<file path="src/rtl/buffer_pkg.sv">
// Shared types and defaults for the packet-granular read scheduler.
package buffer_pkg;

    localparam int NUM_FLOWS_DEF = 4;
    localparam int FLOW_W_DEF    = $clog2(NUM_FLOWS_DEF);
    localparam int CNT_W_DEF     = 8;

    typedef logic [FLOW_W_DEF-1:0] flow_id_t;

    // IDLE: nothing offered; OFFER: rd_sel_valid high; ACTIVE: packet being drained
    typedef enum logic [1:0] {
        IDLE   = 2'd0,
        OFFER  = 2'd1,
        ACTIVE = 2'd2
    } sched_state_e;

    // Flow id following f, wrapping at n-1 back to 0.
    function automatic int next_flow(input int f, input int n);
        return (f + 1 >= n) ? 0 : f + 1;
    endfunction

endpackage

</file>
<file path="src/rtl/buffer_read_sched_rr_arbiter.sv">
// Combinational round-robin pick: first requesting flow at or after rr_ptr_i.
module rr_arbiter #(
    parameter int NUM_FLOWS = 4,
    parameter int FLOW_W    = $clog2(NUM_FLOWS)
) (
    input  logic [NUM_FLOWS-1:0] req_i,
    input  logic [FLOW_W-1:0]    rr_ptr_i,
    output logic                 any_grant_o,
    output logic [FLOW_W-1:0]    grant_id_o
);

    // Walk flows starting at the pointer, wrapping, and keep the first requester.
    always_comb begin : arb
        int          idx;
        logic [FLOW_W-1:0] idx_w;
        logic        found;
        idx         = 0;
        idx_w       = '0;
        found       = 1'b0;
        any_grant_o = 1'b0;
        grant_id_o  = '0;
        for (int i = 0; i < NUM_FLOWS; i++) begin
            idx   = (int'(rr_ptr_i) + i) % NUM_FLOWS;
            idx_w = FLOW_W'(idx);
            if (!found && req_i[idx_w]) begin
                found      = 1'b1;
                grant_id_o = idx_w;
            end
        end
        any_grant_o = found;
    end

endmodule

</file>
<file path="src/rtl/buffer_read_sched.sv">
// Round-robin, packet-granular scheduler choosing the next flow for buffer_read.
// Counts complete stored packets per flow, offers one flow, and holds the grant
// until the last beat of that packet is consumed.
//
// Handshake: rd_sel_valid/rd_sel_flow are registered and stay stable while
// rd_sel_valid is high and rd_sel_ready is low; the offer is never retracted.
// A cycle with rd_sel_valid & rd_sel_ready is the transfer; ready is ignored
// whenever no offer is outstanding.
module buffer_read_sched
    import buffer_pkg::*;
#(
    parameter int NUM_FLOWS = NUM_FLOWS_DEF,
    parameter int FLOW_W    = $clog2(NUM_FLOWS),
    parameter int CNT_W     = CNT_W_DEF
) (
    input  logic                 clk,
    input  logic                 rst,
    input  logic                 pkt_enq_valid,
    input  logic [FLOW_W-1:0]    pkt_enq_flow,
    input  logic [NUM_FLOWS-1:0] flow_enable,
    output logic                 rd_sel_valid,
    output logic [FLOW_W-1:0]    rd_sel_flow,
    input  logic                 rd_sel_ready,
    input  logic                 rd_pkt_done,
    output logic                 busy,
    output logic                 err_ovf,
    output logic                 err_unf
);

    localparam logic [CNT_W-1:0] CNT_MAX = '1;

    sched_state_e         state_q;
    logic                 rd_sel_valid_q;
    logic [FLOW_W-1:0]    rd_sel_flow_q;
    logic                 busy_q;
    logic [FLOW_W-1:0]    rr_ptr_q;
    logic                 err_ovf_q;
    logic                 err_unf_q;

    logic [CNT_W-1:0]     cnt_q [NUM_FLOWS];
    logic [CNT_W-1:0]     cnt_d [NUM_FLOWS];

    logic [NUM_FLOWS-1:0] enq_hit;
    logic [NUM_FLOWS-1:0] dec_hit;
    logic [NUM_FLOWS-1:0] eligible;
    logic                 done_active;
    logic                 ovf_hit;
    logic                 any_grant;
    logic [FLOW_W-1:0]    grant_id;

    assign done_active = rd_pkt_done && (state_q == ACTIVE);

    // Per-flow enqueue/dequeue strobes and eligibility from registered counts.
    always_comb begin
        enq_hit  = '0;
        dec_hit  = '0;
        eligible = '0;
        for (int f = 0; f < NUM_FLOWS; f++) begin
            enq_hit[f]  = pkt_enq_valid && (pkt_enq_flow == FLOW_W'(f));
            dec_hit[f]  = done_active && (rd_sel_flow_q == FLOW_W'(f));
            eligible[f] = flow_enable[f] && (cnt_q[f] != '0);
        end
    end

    // Next counter values: enq and done on the same flow cancel; saturate at max.
    always_comb begin
        cnt_d   = cnt_q;
        ovf_hit = 1'b0;
        for (int f = 0; f < NUM_FLOWS; f++) begin
            if (enq_hit[f] && !dec_hit[f]) begin
                if (cnt_q[f] == CNT_MAX) begin
                    ovf_hit = 1'b1;
                end else begin
                    cnt_d[f] = cnt_q[f] + CNT_W'(1);
                end
            end else if (dec_hit[f] && !enq_hit[f] && (cnt_q[f] != '0)) begin
                cnt_d[f] = cnt_q[f] - CNT_W'(1);
            end
        end
    end

    // Stored-packet counters.
    always_ff @(posedge clk or posedge rst) begin
        if (rst) begin
            for (int f = 0; f < NUM_FLOWS; f++) begin
                cnt_q[f] <= '0;
            end
        end else begin
            for (int f = 0; f < NUM_FLOWS; f++) begin
                cnt_q[f] <= cnt_d[f];
            end
        end
    end

    rr_arbiter #(
        .NUM_FLOWS (NUM_FLOWS),
        .FLOW_W    (FLOW_W)
    ) u_arb (
        .req_i       (eligible),
        .rr_ptr_i    (rr_ptr_q),
        .any_grant_o (any_grant),
        .grant_id_o  (grant_id)
    );

    // Scheduler FSM with registered offer, flow and busy outputs.
    always_ff @(posedge clk or posedge rst) begin
        if (rst) begin
            state_q        <= IDLE;
            rd_sel_valid_q <= 1'b0;
            rd_sel_flow_q  <= '0;
            busy_q         <= 1'b0;
            rr_ptr_q       <= '0;
        end else begin
            case (state_q)
                IDLE: begin
                    if (any_grant) begin
                        rd_sel_flow_q  <= grant_id;
                        rd_sel_valid_q <= 1'b1;
                        busy_q         <= 1'b1;
                        state_q        <= OFFER;
                    end
                end
                OFFER: begin
                    // Offer is held even if the flow gets disabled meanwhile.
                    if (rd_sel_ready) begin
                        rd_sel_valid_q <= 1'b0;
                        state_q        <= ACTIVE;
                    end
                end
                ACTIVE: begin
                    if (rd_pkt_done) begin
                        rr_ptr_q <= FLOW_W'(next_flow(int'(rd_sel_flow_q), NUM_FLOWS));
                        busy_q   <= 1'b0;
                        state_q  <= IDLE;
                    end
                end
                default: begin
                    rd_sel_valid_q <= 1'b0;
                    busy_q         <= 1'b0;
                    state_q        <= IDLE;
                end
            endcase
        end
    end

    // Sticky error flags: saturated enqueue, completion without an active packet.
    always_ff @(posedge clk or posedge rst) begin
        if (rst) begin
            err_ovf_q <= 1'b0;
            err_unf_q <= 1'b0;
        end else begin
            err_ovf_q <= err_ovf_q | ovf_hit;
            err_unf_q <= err_unf_q | (rd_pkt_done && (state_q != ACTIVE));
        end
    end

    assign rd_sel_valid = rd_sel_valid_q;
    assign rd_sel_flow  = rd_sel_flow_q;
    assign busy         = busy_q;
    assign err_ovf      = err_ovf_q;
    assign err_unf      = err_unf_q;

    a_offer_stable: assert property (@(posedge clk) disable iff (rst)
        (rd_sel_valid && !rd_sel_ready) |=> $stable(rd_sel_flow));

endmodule
</file>
<file path="config.mk">
export PLATFORM = sky130hd
export DESIGN_NAME = buffer_read_sched
export DESIGN_NICKNAME = d
export VERILOG_FILES = /design/src/rtl/buffer_pkg.sv /design/src/rtl/buffer_read_sched_rr_arbiter.sv /design/src/rtl/buffer_read_sched.sv
export SDC_FILE = /design/constraint.sdc
export NUM_CORES = 1
export LEC_CHECK = 0
export ABC_AREA = 1
export CAP_MARGIN = 10
export CORE_ASPECT_RATIO = 0.8
export CORE_MARGIN = 4
export CORE_UTILIZATION = 25
export CTS_BUF_LIST = sky130_fd_sc_hd__clkbuf_4 sky130_fd_sc_hd__clkbuf_8 sky130_fd_sc_hd__clkbuf_16
export DETAILED_ROUTE_END_ITERATION = 10
export PLACE_DENSITY = 0.36
export SYNTH_ARGS = -nofsm -noshare
export SYNTH_HDL_FRONTEND = slang
export SYNTH_HIERARCHICAL = 1
export SYNTH_SLANG_ARGS = --single-unit
export TNS_END_PERCENT = 100
</file>
<file path="constraint.sdc">
create_clock -name clk -period 4.9 [get_ports clk]
set_input_delay 1.225 -clock clk [delete_from_list [all_inputs] [get_ports clk]]
set_output_delay 1.225 -clock clk [all_outputs]
set_load 0.01 [all_outputs]
</file>
Word-level counts from Yosys, hierarchy flattened. Cells that the tools add are included.

Register bits after elaboration: 42. Input port bits: 11. Word-level logic and storage cells: 158.

$add $sub $neg: 12. Magnitude comparators: 5. Equality and inequality tests: 20. Multiplexer cells: 46. Bitwise operators: 4. Reductions and logical operators: 60.

Operators with widths (number): $mux 8 (12); $add 8x1->8 const B (4); $eq 8x8->1 const B (4); $reduce_bool 8->1 (4); $sub 8x1->8 const B (4); $logic_and 1x1->1 (29); $mux 1 (19); $mux 2 (8); $ne 2x2->1 const B (8); $lt 2x3->1 const B (4); $reduce_and 2->1 (6); $logic_not 1->1 (11); $eq 2x2->1 const B (5); $reduce_and 3->1 (3); $bmux 1 s2 (4); $reduce_bool 2->1 (4); $eq 2x1->1 const B (3); $logic_not 2->1 (3); $pmux 1 s3 (2); $pmux 2 s3 (1); $add 2x2->2 const B (2); $add 2x1->3 const B (1); $ge 3x3->1 const B (1); $add 2x1->2 const B (1); 2 further kinds (4).

Depth between registers and ports, before layout. Gate-level depths: netlist (run 1).

Depth after elaboration: 16. Depth in mapped cells: 16. Gate-level depth less buffers: 16.

Modules after synthesis. The synthesis (run 1) kept the hierarchy.

By module, submodules not included: buffer_read_sched (instances 1, cells an instance 474, area an instance 3306.9 µm², seq. area each 1051.0 µm²); rr_arbiter (instances 1, cells an instance 59, area an instance 319.1 µm², seq. area each 0.0 µm²).

Least setup slack after synthesis (run 1). Ideal clock, no wire load.

Path type: input-to-reg. From: input port pkt_enq_valid. To: register cnt_q[7] (netlist name). Setup time: 0.118 ns. Arrival time: 2.672 ns. Data required time: 4.782 ns. Path slack: 2.110 ns. Cell stages on the path: 11. Cell sequence: nand2_1 > nor2_1 > nand2_1 > ha_1 > or2_2 > nand3_1 > nand2_1 > nand2_1 > nand3_1 > nand2_1 > nand2_1.

Word-level cells in the longest chain between the ends: 6. Elaborated cells between the ends (all ways): 9. Those cells by class: 1 x eq/ne; 1 x mux; 7 x reduce/logical.

RTL lines: from (decl) (line buffer_read_sched.sv:18) `input logic pkt_enq_valid,`; $logic_and 1x1->1 (*) (line buffer_read_sched.sv:59) `enq_hit[f] = pkt_enq_valid && (pkt_enq_flow == FLOW_W'(f));`; $logic_not 1->1 (line buffer_read_sched.sv:76) `end else if (dec_hit[f] && !enq_hit[f] && (cnt_q[f] != '0)) begin`; $logic_and 1x1->1 (2 in a row) (line buffer_read_sched.sv:76); $reduce_bool 2->1 (no line); $reduce_and 2->1 (no line); to (signal, indexed assignment) (line buffer_read_sched.sv:90) `cnt_q[f] <= cnt_d[f];`; to (decl) (line buffer_read_sched.sv:40) `logic [CNT_W-1:0] cnt_q [NUM_FLOWS];`.

Mark *: on every way between the ends. The rest lies on a longest branch, timed or not. A chain may end at the register's enable or synchronous reset.

Worst setup path in the final report (run 1).
From: input port pkt_enq_flow[0]. To: register cnt_q[23] (netlist name).

Word-level cells in the longest chain between the ends: 7. Elaborated cells between the ends (all ways): 10. Those cells by class: 2 x eq/ne; 1 x mux; 7 x reduce/logical.

RTL lines: from (decl) (line buffer_read_sched.sv:19) `input logic [FLOW_W-1:0] pkt_enq_flow,`; $eq 2x1->1 (*) (line buffer_read_sched.sv:59); $logic_and 1x1->1 (*) (line buffer_read_sched.sv:59); $logic_not 1->1 (line buffer_read_sched.sv:76); $logic_and 1x1->1 (2 in a row) (line buffer_read_sched.sv:76); $reduce_bool 2->1 (no line); $reduce_and 2->1 (no line).

Marked as above.

==> results by stage, run 1 <==
Clock tree:
- The number of buffers inserted by post-CTS setup repair is 0.
- At the later pin of the worst-skew pair, clock insertion delay measures 0.29 ns.
- The tree is rooted in a sky130_fd_sc_hd__clkbuf_16.
- Hold repair after CTS inserted 0 buffers.
- The CTS tree is yes.
- Clock tree synthesis inserted a total of 5 buffers.
- The clock passes through at most 2 buffers.
- The deepest level of the CTS H-tree is 2.
- The number of sinks handled by clock tree synthesis is 42.
- The clock slew seen by the registers of the worst setup and hold paths is 0.07 ns.
- The post-cts resize count is 0.

Routing:
- Once detail routing completed, the nets flagged for antenna violations numbered 0.
- In the routed design, unresolved DRC markers number 0.
- The via total after detailed routing is 3204.
- Before antenna repair, the detailed router went through 4 iterations.
- In the final routed layout, each cell accounts on average for 12.0 µm.
- After the first detailed-routing iteration, the DRC count stood at 205.
- The total routed wirelength is 8.83 mm.
- Using the TritonRoute via totals, the vias-per-cell ratio works out to 4.35.

Run:
- The count of maximum capacitance violations is 0.

Floorplanning:
- The height of the die is 116 µm.
- The cell row count is 39.
- The die covers 16500 µm².
- The effective utilization at floorplan is 25.4%.
- The die is 143 µm wide.
- The core region is 14200 µm².
- For this design the top-level I/O count stands at 17.

Yosys:
- In this run, synthesis produced a sequential element count of 42.
- The combined area of all synthesized cells is 3630 µm².
- The average instance in the mapped netlist occupies 6.80 µm².
- Yosys mapped a number of flops with a built-in enable equal to 0.
- The area fraction of the dominant cell type after synthesis is 29.0%.
- In the post-synthesis netlist, the biggest area contributors are sky130_fd_sc_hd__dfrtp_1 (29%), sky130_fd_sc_hd__nand2_1 (17%), sky130_fd_sc_hd__ha_1 (9.7%).
- Yosys instantiated no cell more often than sky130_fd_sc_hd__nand2_1.
- After synthesis, flip-flops and latches occupy 29.0% of the total area.
- The prevailing post-synth register cell is sky130_fd_sc_hd__dfrtp_1.
- The commonest cells after synthesis are sky130_fd_sc_hd__nand2_1 (165), sky130_fd_sc_hd__inv_1 (84), sky130_fd_sc_hd__nand3_1 (47).
- The post-synth net total is 576.
- sky130_fd_sc_hd__dfrtp_1 takes more of the synthesized area than any other cell.
- In the synthesized netlist the async set-or-reset flop fraction comes to 100%.
- The number of instances in the synthesized netlist is 533.
- The number of distinct standard cells referenced by the synthesized netlist is 32.
- The warning count from the yosys run is 6.

Global route:
- The initial antenna violation count is 0.
- The via count of the first global-routing pass was 3143.
- The met3 demand-to-capacity share in global routing is 2.15%.
- The most congested layer reported by global routing is met2.
- For this run the aggregate overflow at the end of global routing stands at 0.
- Global routing consumed, on the met1 layer, 17.1% of the routing resources.
- The first-pass GRT wire length is 15.3 mm.
- The largest net degree at the start of global routing is 43.
- The overall global routing resource usage is 11.5%.
- For this run, global-route usage on met2 was measured as 17.7%.

Power:
- Dividing total power by cell area gives a power density of 631 nW/µm².
- The maximum ir drop on the vdd rail is 0.000178 V.
- The cell leakage power is 2.12 nW.

Setup path:
- Data arrives at the worst endpoint at 3.58 ns.
- The worst setup path category is input pin to flip-flop.
- The most critical setup path has its startpoint at pkt_enq_flow[0].
- Data on the critical path is required at its endpoint by 5.08 ns.
- The largest driver fanout on the critical path is 9.
- The startpoint identified for the worst register-to-register timing path is rd_sel_flow[0].
- The worst setup path is launched from an input pin.
- The endpoint type of the worst setup path is a flip-flop.

STA:
- The shortest clock period the worst path allows after layout is 3.40 ns.
- In the finished design, the share of the clock period the worst path needs comes to 69.4%.
- The max-slew violation count is 0.
- The highest attainable clock frequency is 0.294 GHz.
- The setup TNS is 0 ns.
- The actual transition at the worst max-transition pin is 1.01 ns.
- The number of hold-slack violations in the final timing report is 0.
- Setup repair after global routing left no endpoint under its margin.
- The worst relative slew slack is 32.6%.
- The final number of setup-violating endpoints is 0.
- On the final layout, the worst clock skew is 0.00345 ns.

Finish:
- The number of filler instances in the final layout is 1599.
- The footprint of the multi-input gates is 2200 µm².
- From synthesis to final layout, the design area changed by 13.7%.
- At the end of the flow, the number of nets in the layout was 595.
- Registers take 1050 µm².
- The antenna diode count is 0.
- In the final layout, the share of cells above drive strength 1 is 7.41%.
- Cells fill 28.9% of the core in the end.

Hold path:
- The path class of the tightest hold or removal check is flip-flop to flip-flop.
- The worst hold path begins at err_unf.

Placed design:
- The congestion estimate from routability-driven global placement came to 0.776.
- The HPWL after detailed placement is 6.78 mm.
- The port buffer count is 16.

Outcome:
- The run finished with clean final reports.
## final cells by class
type                       instances  area share, %
multi-input combinational        400           53.4
sequential                        42           25.5
inverter                          87           7.92
tap                              184           5.58
timing repair buffer              16           3.88
clock buffer                       7           3.55
clock inverter                     1          0.121
## critical path, cell delays in order
cell,delay (ns)
sky130_fd_sc_hd__clkdlybuf4s50_1,0.49
sky130_fd_sc_hd__inv_1,0.06
sky130_fd_sc_hd__nor2_1,0.28
sky130_fd_sc_hd__nand2_1,0.34
sky130_fd_sc_hd__ha_1,0.45
sky130_fd_sc_hd__nand2_1,0.09
sky130_fd_sc_hd__nand2_1,0.07
sky130_fd_sc_hd__a21oi_1,0.23
sky130_fd_sc_hd__nand2_1,0.08
sky130_fd_sc_hd__nand2_1,0.08
sky130_fd_sc_hd__nand3_1,0.08
sky130_fd_sc_hd__nand2_1,0.06
sky130_fd_sc_hd__nand2_1,0.05
## cell usage in the layout, fill, tap and decap left out, types with 2 or more instances in the layout
cell,synthesis,layout
sky130_fd_sc_hd__inv_2,3,4
sky130_fd_sc_hd__xor2_1,14,14
sky130_fd_sc_hd__nand3_1,47,47
sky130_fd_sc_hd__clkbuf_16,0,5
sky130_fd_sc_hd__a21boi_0,4,4
sky130_fd_sc_hd__a21oi_1,16,16
sky130_fd_sc_hd__dfrtp_1,42,42
sky130_fd_sc_hd__ha_1,28,28
sky130_fd_sc_hd__nor2_1,38,38
sky130_fd_sc_hd__nand2_1,165,165
sky130_fd_sc_hd__nand2_4,3,3
sky130_fd_sc_hd__o21ai_0,20,20
sky130_fd_sc_hd__clkdlybuf4s50_1,0,16
sky130_fd_sc_hd__o31ai_1,2,2
sky130_fd_sc_hd__nand3_2,4,4
sky130_fd_sc_hd__inv_1,84,83
sky130_fd_sc_hd__fa_1,4,4
sky130_fd_sc_hd__nand4_1,17,17
sky130_fd_sc_hd__or2_2,5,5
sky130_fd_sc_hd__nand3b_1,2,2
sky130_fd_sc_hd__nor3_1,2,2
sky130_fd_sc_hd__nand2_2,14,14
sky130_fd_sc_hd__o21ai_1,5,5
## flip-flops by register name (all words and copies together) (netlist names)
| name | flops |
|---|---|
| busy | 1 |
| rr_ptr_q | 2 |
| state_q | 2 |
| cnt_q | 32 |
| err_unf | 1 |
| rd_sel_valid | 1 |
| rd_sel_flow | 2 |
| err_ovf | 1 |
## stage by stage
step	cells	power, mW	cell area (µm²)	hold slack [ns]	worst slack, ns
final	737	2.60	4120	0.479	1.50
after detailed placement	729	2.25	3970	0.461	1.10
after global placement	729	2.28	3970	0.471	1.10
after global routing	737	2.94	4120	0.520	1.11
after CTS	737	2.64	4120	0.487	1.42
after floorplan	533	1.91	3630	0.470	2.11
## path summary, 6_finish.rpt
check / end / slack [ns] / cells past startpoint
min in group asynchronous: cnt_q[13] / 1.49 / 2
max in group asynchronous: cnt_q[29] / 2.76 / 2
worst max-delay path: cnt_q[23] / 1.50 / 13
worst max register to register: cnt_q[14] / 2.42 / 11
worst min register to register: err_unf / 0.48 / 1
worst min-delay path: err_unf / 0.48 / 1
## power breakdown
part | leakage, nW | total [mW] | internal (mW) | switching (mW)
combinational | 1.54 | 1.54 | 0.610 | 0.926
sequential | 0.511 | 0.707 | 0.511 | 0.196
clock | 0.0773 | 0.358 | 0.208 | 0.150
## kinds of logic after synthesis
group | count (synthesis) | share of synthesized area [%]
AO/OA/AOI/OAI | 51 | 7.66
XOR/XNOR | 15 | 3.62
adder cells (fa/ha/maj) | 32 | 11.9
buffers and inverters | 91 | 10.2
flip-flops | 42 | 29.0
multiplexers | 1 | 0.311
AND/OR/NAND/NOR | 301 | 37.3
## routing by layer
| metal | part of all wire [%] | vias up |
|---|---|---|
| met3 | 1.8 | 7 |
| met2 | 41 | 21 |
| met5 | 0 | - |
| li1 | - | 1739 |
| met4 | 0.70 | 0 |
| met1 | 56 | 1437 |
(Power assumes the default switching activity.)
==> run 2: changes to the inputs <==
==> constraint.sdc (replaced) <==
create_clock -name clk -period 3.45 [get_ports clk]
set_input_delay 0.8625 -clock clk [delete_from_list [all_inputs] [get_ports clk]]
set_output_delay 0.8625 -clock clk [all_outputs]
set_load 0.01 [all_outputs]
==> run 2 against run 1 <==
Final cell count rose by 0.54%. Via count rose by 0.62%. First-iteration DRC count rose by 0.49%. Highest routed layer unchanged.
==> results by stage, run 2 (same netlist as run 1, synthesis figures left out) <==
Outcome:
- The flow ran to the end, and the final reports show no timing, DRC or antenna violations.

Finish:
- The number of nets in the layout is 599.
- The register containing the most flip-flops in the final layout is cnt_q.
- The register with the most flip-flops in the layout has 32 of them.
- 0 antenna diodes ended up in the layout.
- The most frequent standard cell in the layout excluding fill and tap cells is sky130_fd_sc_hd__nand2_1.
- The share of post-route cells with drive strength above 1 is 8.08%.
- The top cell types in the final layout, fill and taps aside, are sky130_fd_sc_hd__nand2_1 (165), sky130_fd_sc_hd__inv_1 (83), sky130_fd_sc_hd__nand3_1 (47), sky130_fd_sc_hd__dfrtp_1 (42), sky130_fd_sc_hd__nor2_1 (38).
- The synthesis-to-finish area growth is 15.0%.
- The finished cells cover 4170 µm².
- Counting the fill cells in the layout gives 1587.

Setup path:
- The data required time of the critical path is 3.64 ns.
- The longest individual stage delay on the worst path is 0.50 ns.
- The worst setup path is of the input pin to flip-flop kind.
- The largest driver fanout on the critical path is 9.
- The signal on the critical path passes through clkdlybuf4s50_1, inv_1, nor2_1, nand2_1, ha_1, nand2_1, nand2_1, a21oi_1, nand2_1, nand2_1, nand3_1, nand2_1, nand2_1.
- On the critical path, the stage with the largest delay is an instance of sky130_fd_sc_hd__clkdlybuf4s50_1.
- The type of origin of the critical path is an input pin.
- The worst path arrival time is 3.15 ns.
- The library cell appearing most often on the critical path is sky130_fd_sc_hd__nand2_1.
- The endpoint type of the worst setup path is a flip-flop.

Power:
- The analysis attributes to cell leakage a power of 2.15 nW.
- Power comes to 3.77 mW.
- IR analysis of the VDD net gives a maximum drop of 0.000283 V.
- Dividing total power by cell area gives a power density of 905 nW/µm².

Clock tree:
- TritonCTS built the clock tree.
- For this design, the sink count on the clock tree is 42.
- After clock tree synthesis, the setup repair step added 0 buffers.
- Clock latency on the worst-skew pair, taken at its later pin, is 0.29 ns.
- The post-cts resize count is 0.
- The clock buffer count from CTS is 5.
- The tree is rooted in a sky130_fd_sc_hd__clkbuf_16.
- The number of buffers inserted by hold repair at cts is 0.
- The clock slew seen by the registers of the worst setup and hold paths is 0.07 ns.
- The maximum buffer depth of the clock tree is 2.
- In this run the number of H-tree levels came out at 2.

Floorplanning:
- The placeable core area is 14200 µm².
- The height of the die is 116 µm.
- The die width is 143 µm.
- The die covers 16500 µm².
- In this run the count of I/O pins placed on the die edge is 17.
- The cell row count is 39.
- The effective utilization at floorplan is 25.4%.

STA:
- The setup TNS is 0 ns.
- The max-slew violation count came to 0.
- The worst relative slew slack is 68.7%.
- The number of hold-slack violations in the final timing report is 0.
- The setup clock skew after layout is 0.00420 ns.
- Setup repair after global routing left no endpoint under its margin.
- The final number of setup-violating endpoints is 0.
- Of the available clock period, the critical path in the final layout requires 85.9%.
- Based on the critical path, the design can be clocked at up to 0.337 GHz.
- The routed design could run at a clock period as short as 2.96 ns.
- The actual transition at the worst max-transition pin is 0.470 ns.

Global route:
- The via count of the first global-routing pass is 2981.
- The initial antenna violation count is 0.
- The remaining global-route overflow is 0.
- The first-pass GRT wire length is 14.9 mm.
- The largest net degree at the start of global routing is 19.
- The overall global routing resource usage is 11.4%.

Routing:
- The detailed router finished its first iteration with 206 violations.
- Summing over every cut layer, the via total after detailed routing is 3224.
- In the routed design, unresolved DRC markers number 0.
- After detailed routing, the total wire length is 8.80 mm.
- The detail route stage leaves a number of antenna-violating nets equal to 0.
- The count of TritonRoute iterations in the first routing pass is 4.
- In the final routed layout, each cell accounts on average for 11.9 µm.
- After detailed routing, the number of vias per cell comes to 4.35.

Hold path:
- The worst hold path class is flip-flop to flip-flop.

Placed design:
- After legalization and detailed placement, the total HPWL measured 6.92 mm.
- Input and output buffers added on the ports amount to 16.
- In this run the cell area measured after placement is 4000 µm².
- The congestion estimate from routability-driven global placement came to 0.780.

Run:
- Max-cap violations in this run came to 0.
## run 2: cell types whose count changed in the layout (fill, tap and decap cells not counted)
cell,change
sky130_fd_sc_hd__buf_4,+4
sky130_fd_sc_hd__bufinv_16,+1
sky130_fd_sc_hd__clkbuf_4,+1
sky130_fd_sc_hd__clkbuf_8,-1
sky130_fd_sc_hd__clkinv_2,-1
## run 2: final timing paths
path | start | end | slack, ns | depth (start not counted)
max | pkt_enq_flow[0] | cnt_q[23] | 0.49 | 13
min | err_unf | err_unf | 0.49 | 1
max reg2reg | rd_sel_flow[0] | cnt_q[14] | 0.97 | 11
min reg2reg | err_unf | err_unf | 0.49 | 1
max in group asynchronous | rst | cnt_q[18] | 2.10 | 3
min in group asynchronous | rst | cnt_q[28] | 0.81 | 2
## run 2: final cells by class
cell class                 instances  area (µm²)  share of cell area [%]
tap                              184         230                    5.52
timing repair buffer              20         190                    4.56
sequential                        42        1050                    25.2
clock inverter                     1        30.0                   0.720
multi-input combinational        400        2200                    52.8
clock buffer                       7         140                    3.36
inverter                          87         327                    7.83
## run 2: metal layers
layer | track usage (%) | vias up | routed length [µm] | share of wire (%)
li1 | - | 1757 | - | -
met1 | 17.1 | 1431 | 4930 | 56
met3 | 2.43 | 6 | 200 | 2.3
met4 | 2.85 | 0 | 85 | 0.97
met2 | 16.5 | 30 | 3580 | 41
met5 | 0 | - | 0 | 0
## run 2: power by group
part	switching [mW]	internal, mW	total, mW
Combinational	1.32	0.871	2.20
Clock	0.214	0.359	0.573
Sequential	0.280	0.726	1.01
## run 2: worst max-delay path, delay by kind of cell
family	cells	cell delay, ns
and+or+nand+nor	9	1.08
AOI/OAI and AO/OA	1	0.19
buffers and inverters	2	0.56
adders and majority gates	1	0.44
## run 2: metrics by stage
step / worst slack (ns) / hold slack [ns] / utilization (%) / cells
2_1_floorplan: 1.02 / 0.470 / - / 533
3_3_place_gp: 0.122 / 0.475 / 28.1 / 733
3_5_place_dp: 0.122 / 0.467 / 28.1 / 733
4_1_cts: 0.441 / 0.498 / 29.3 / 741
5_1_grt: 0.170 / 0.510 / 29.3 / 741
6_report: 0.486 / 0.494 / 29.3 / 741
